## config.mk

```make
export PLATFORM = sky130hd
export DESIGN_NAME = fdivsqrt_r2_ctrl
export DESIGN_NICKNAME = d
export VERILOG_FILES = /design/src/rtl/fdivsqrt_r2_ctrl.sv
export SDC_FILE = /design/constraint.sdc
export NUM_CORES = 1
export LEC_CHECK = 0
export BUFFER_PORTS_ARGS = -buffer_cell sky130_fd_sc_hd__buf_2
export CORE_UTILIZATION = 45
export DETAILED_ROUTE_END_ITERATION = 6
export HOLD_SLACK_MARGIN = 0.15
export PLACE_DENSITY = 0.82
export REMOVE_ABC_BUFFERS = 1
export SLEW_MARGIN = 20
export SYNTH_ARGS = -nofsm -noshare
export SYNTH_HDL_FRONTEND = slang
export SYNTH_SLANG_ARGS = --single-unit
```

## constraint.sdc

```tcl
create_clock -name clk -period 2.7 [get_ports clk]
set_clock_uncertainty 0.15 [all_clocks]
set_input_delay 0.135 -clock clk [delete_from_list [all_inputs] [get_ports clk]]
set_output_delay 0.135 -clock clk [all_outputs]
set_load 0.01 [all_outputs]
```

## src/rtl/fdivsqrt_r2_ctrl.sv

```systemverilog
// Sequencing controller for the radix-2 unified divide/square-root datapath.
// Accepts an operation, steps the iteration datapath a format-dependent number of times, then holds the result handshake.
module fdivsqrt_r2_ctrl #(
  parameter int CNTW    = 7,
  parameter int ITERS_H = 13,
  parameter int ITERS_S = 26,
  parameter int ITERS_D = 55,
  parameter int ITERS_Q = 115
) (
  input  logic            clk,
  input  logic            reset_n,
  input  logic            start_valid,
  output logic            start_ready,
  input  logic            sqrt,
  input  logic [1:0]      fmt,
  input  logic            special_case,
  input  logic            flush,
  input  logic            wzero,
  input  logic            up,
  input  logic            uz,
  input  logic            un,
  output logic            load,
  output logic            iter_en,
  output logic            first_iter,
  output logic            sqrt_op,
  output logic [CNTW-1:0] iter_cnt,
  output logic            busy,
  output logic            done_valid,
  input  logic            done_ready,
  output logic            early_term,
  output logic            digit_err
);

  typedef enum logic [1:0] {IDLE, BUSY, DONE} state_t;

  state_t     state_q;
  state_t     state_d;
  logic       accept;
  logic       early_stop;
  logic [1:0] digit_sum;

  function automatic logic [CNTW-1:0] iters_for(input logic [1:0] f);
    case (f)
      2'b00:   return CNTW'(ITERS_S);
      2'b01:   return CNTW'(ITERS_D);
      2'b10:   return CNTW'(ITERS_H);
      default: return CNTW'(ITERS_Q);
    endcase
  endfunction

  always_ff @(posedge clk or negedge reset_n) begin
    if (!reset_n) state_q <= IDLE;
    else          state_q <= state_d;
  end

  // Zero-residual exit is not trusted in the first cycle: the residual is only just loaded.
  always_comb begin
    start_ready = (state_q == IDLE) & ~flush;
    accept      = start_valid & start_ready;
    early_stop  = (state_q == BUSY) & ~flush & wzero & ~first_iter;
    load        = accept;
    busy        = (state_q != IDLE);
    done_valid  = (state_q == DONE) & ~flush;
    iter_en     = (state_q == BUSY) & ~flush & ~early_stop & (iter_cnt != '0);
    digit_sum   = 2'(up) + 2'(uz) + 2'(un);
  end

  always_comb begin
    state_d = state_q;
    if (flush) begin
      state_d = IDLE;
    end else begin
      case (state_q)
        IDLE: if (accept) state_d = special_case ? DONE : BUSY;
        BUSY: if (early_stop || iter_cnt <= CNTW'(1)) state_d = DONE;
        DONE: if (done_ready) state_d = IDLE;
        default: state_d = IDLE;
      endcase
    end
  end

  always_ff @(posedge clk or negedge reset_n) begin
    if (!reset_n) begin
      iter_cnt   <= '0;
      sqrt_op    <= 1'b0;
      early_term <= 1'b0;
      digit_err  <= 1'b0;
      first_iter <= 1'b0;
    end else begin
      first_iter <= accept & ~special_case;
      if (accept) begin
        iter_cnt   <= iters_for(fmt);
        sqrt_op    <= sqrt;
        early_term <= 1'b0;
        digit_err  <= 1'b0;
      end else begin
        if (iter_en) iter_cnt <= iter_cnt - CNTW'(1);
        if (early_stop) early_term <= 1'b1;
        if (iter_en && digit_sum != 2'd1) digit_err <= 1'b1;
      end
    end
  end

endmodule

```

==> metrics list <==
- The flow ran to the end, and the final reports show no timing, DRC or antenna violations.
* Adder-cell share of the synthesized area: 14.33%
* First-pass DRT Iterations: 4
- Cell-by-cell listing of the critical path: or3_4, or2_1, o31ai_1, a32o_1, dlygate4sd3_1
- Layout area overhead: 35.08%
* Share of synthesized flip-flops with an asynchronous set or reset: 100.0%
* Actual transition at the worst max-transition pin: 0.5797 ns
* Global placement routability congestion: 0.8245
- The critical path runs through a total of 5 cells.
- Residual DRC count: 0
- TritonCTS built the clock tree.
- Count of final max-slew check failures: 0
- Clock-pin slew of the registers on the worst-case setup and hold paths: 0.08 ns
* Number of levels the H-tree was split into: 1
* Synth Area in Compound Gates: 17.31%
- Entering global routing, the biggest net connects 15 pins.
* Master of the slowest instance on the critical path: sky130_fd_sc_hd__dlygate4sd3_1
- Arrival time at the worst endpoint: 2.40 ns
- Setup violations remaining at the end of the flow were counted as 0.
- Leading cell type in the layout, fill and taps excluded: sky130_fd_sc_hd__buf_2
- Among cell families on the critical path, the largest total delay comes from simple AND/OR/NAND/NOR gates.
* Pre-CTS WS: 0.5589 ns
* Count of cells along the worst register-to-register path: 5
- In this run the critical register-to-register path is launched from iter_cnt[2]$_DFFE_PN0P_.
- HP Class: in2reg
- The critical path in this run is classified as reg2reg.
- Initial cell density of the core: 48.03%
- For this block, the routed nets add up to 1977 um of wire.
* Hpwl dp: 1434 um
- Least setup slack across all paths after layout: 0.3546 ns
- Summing over every cut layer, the via total after detailed routing is 821.
* Largest area contributor in the synthesized netlist: sky130_fd_sc_hd__dfrtp_1
- Starting DRT DRC Count: 18
* Worst stage delay on the critical path: 0.54 ns
* Fin cells: 154
- The first global-routing pass estimated 3167 um of wire.
* Chip Width: 45.16 um
* Die Span Y: 45.16 um
* Unrepaired setup endpoints after global routing: false
- Multiplexer cells account for 1.194% of the synthesized area.
- The initialized floorplan defines 15 standard-cell rows.
* Portion of the post-synthesis area used by sequential elements: 38.81%
- Largest cells by area after synthesis: sky130_fd_sc_hd__dfrtp_1 (39%), sky130_fd_sc_hd__ha_1 (12%), sky130_fd_sc_hd__nor2_1 (4.0%)
* Minimum period implied by the final worst setup slack: 2.345 ns
- The total overflow left after global routing is 0.
- The tree built by TritonCTS fans out to 13 sinks.
- 29 I/O pins were placed.
- Max-cap violations: 0
- The most used flip-flop cell after synthesis is sky130_fd_sc_hd__dfrtp_1.
* Layout cell share with drive strength beyond 1: 29.46%
* Clock latency on the worst-skew pair: 0.27 ns
* Initial antenna violation count: 0
- Endpoint of the worst register-to-register path: state_q[1]$_DFFE_PN0P_
- Startpoint class of the critical path: flip-flop
* Area inside the core boundary: 1745 um^2
* Netlist Area Pre-Place: 838.3 um^2
- End point of the critical path: state_q[1]$_DFFE_PN0P_
- Maximum resistive drop on vdd: 0.0003625 V
- The die covers 2039 um^2.
* Netlist cell types: 35
- Number of buffers added for setup after CTS: 0
* Clock Tree Root: sky130_fd_sc_hd__clkbuf_4
* Synthesis warning total: 0
- The total count of hold-check failures in the final report was 0.
* Mean post-synth cell area: 9.526 um^2
* Simple-gate portion of the synthesized area: 23.28%
- Main combinational cell family by area after synthesis: simple AND/OR/NAND/NOR gates
- Flip-flop and latch count after synthesis: 13
- The detail route stage leaves a number of antenna-violating nets equal to 0.
- XOR/XNOR Fraction of Synth Area: 1.045%
* Buffers and inverters on the worst path: 1
* Leak pwr: 0.5790 nW
- For this run, the total global-route usage over all layers was measured as 21.96%.
- Vias in the first global route: 785
- Counting along the longest clock path gives a buffer depth of 2.
- Number of vias per cell after detailed routing: 5.331
- In the layout the commonest cells are sky130_fd_sc_hd__buf_2 (28), sky130_fd_sc_hd__dfrtp_1 (13), sky130_fd_sc_hd__dlygate4sd3_1 (10).
- Final critical-path share of the clock period: 86.87%
* Final nets: 152
* Share of Yosys cell area claimed by the top area cell type: 38.81%
* Minimum setup slack among reg-to-reg paths: 0.35 ns
* Worst endpoint required time: 2.76 ns
- Number of cells after detailed placement: 140
- After technology mapping, the gate count stands at 88.
- Clock tree synthesis inserted a total of 3 buffers.
* TNS Setup: 0 ns
- After detailed routing, the average wire length per cell comes to 12.84 um.
- During placement, the flow inserted port buffers numbering 28.
- Based on the critical path, the design can be clocked at up to 0.4264 GHz.
* CP Max Fanout: 6
- Critical path endpoint category: flip-flop
- Count of flip-flops with a built-in enable after synthesis: 0
* Antenna diode count: 0
- Once the clock tree was built, the resizer swapped 0 gates to a different size.
- In this run the worst setup path begins at iter_cnt[2]$_DFFE_PN0P_.
* Relative max-transition margin: 61.23%
* Power Density: 519.1 nW/um^2
-- worst register-to-register path: stages (launching register included) --
cell                            delay (ns)
sky130_fd_sc_hd__dfrtp_1              0.44
sky130_fd_sc_hd__or3_4                0.43
sky130_fd_sc_hd__or2_1                0.24
sky130_fd_sc_hd__o31ai_1              0.28
sky130_fd_sc_hd__a32o_1               0.21
sky130_fd_sc_hd__dlygate4sd3_1        0.54
-- per-stage QoR --
step                util, %  instance area [um^2]  power [mW]  hold WS, ns
CTS                   64.87                  1132      0.5862       0.1940
global route          64.87                  1132      0.6252       0.2150
detailed placement    57.63                  1006      0.4584      -0.1090
global placement      57.63                  1006      0.4506      -0.1164
floorplan                 -                 834.6      0.3785      -0.3106
finish                64.87                  1132      0.5877       0.1898
-- kinds of logic (layout without fill, tap and decap cells) --
family          after synthesis  count (layout)
compound gates               21              21
mux                           1               1
flops                        13              13
fa+ha+maj                     9               9
xor+xnor                      1               1
buf+inv                       9              50
simple gates                 34              34
-- cell usage after synthesis, types with 2 or more instances --
master and n:
sky130_fd_sc_hd__nand3_1 2, sky130_fd_sc_hd__nor3b_1 2, sky130_fd_sc_hd__nor2_1 9, sky130_fd_sc_hd__o31ai_1 2, sky130_fd_sc_hd__inv_1 8, sky130_fd_sc_hd__nand2_1 5
sky130_fd_sc_hd__dfrtp_1 13, sky130_fd_sc_hd__nand2b_1 2, sky130_fd_sc_hd__ha_1 8, sky130_fd_sc_hd__or2_2 2, sky130_fd_sc_hd__a21oi_1 5, sky130_fd_sc_hd__o21ai_0 3
sky130_fd_sc_hd__a31oi_1 3, sky130_fd_sc_hd__nor3_1 3
-- how the worst min path moves through the flow --
stage                     cells past startpoint  startpoint                      end
after floorplan                               0     reset_n    digit_err$_DFFE_PN0P_
after global routing                          4      fmt[0]  iter_cnt[5]$_DFFE_PN0P_
final                                         4      fmt[0]  iter_cnt[0]$_DFFE_PN0P_
after CTS                                     4      fmt[0]  iter_cnt[0]$_DFFE_PN0P_
after detailed placement                      1     reset_n   state_q[1]$_DFFE_PN0P_
after global placement                        1     reset_n   state_q[1]$_DFFE_PN0P_
-- timing repair --
action	in CTS	in global routing
endpoints found under the hold margin	19	0
endpoints found under the setup margin	0	0
hold buffers	10	0
-- layer usage --
metal / wire, um / GRT usage (%) / part of all wire, %
met3: 97 / 3.600 / 4.9
met5: 0 / 0 / 0
met4: 19 / 8.485 / 0.96
met2: 1021 / 42.90 / 52
met1: 839 / 22.86 / 42
-- state kept, by name (all words and copies together), names as in the netlist --
name	cells
digit_err	1
early_term	1
first_iter	1
iter_cnt	7
sqrt_op	1
state_q	2
-- power by group --
part           switching [mW]  leakage (nW)  internal [mW]
combinational           0.104         0.405         0.0967
sequential             0.0401         0.159          0.228
clock                  0.0623        0.0150         0.0572
total                   0.206         0.579          0.382
-- area by class of cell --
class | count | area [um^2]
inverters | 8 | 30.03
flip-flops and latches | 13 | 325.3
clock buffers | 4 | 26.28
well taps | 25 | 31.28
multi-input cells | 66 | 479.2
fillers | 160 | 613.1
repair buffers | 38 | 240.2
(Power assumes the default switching activity.)
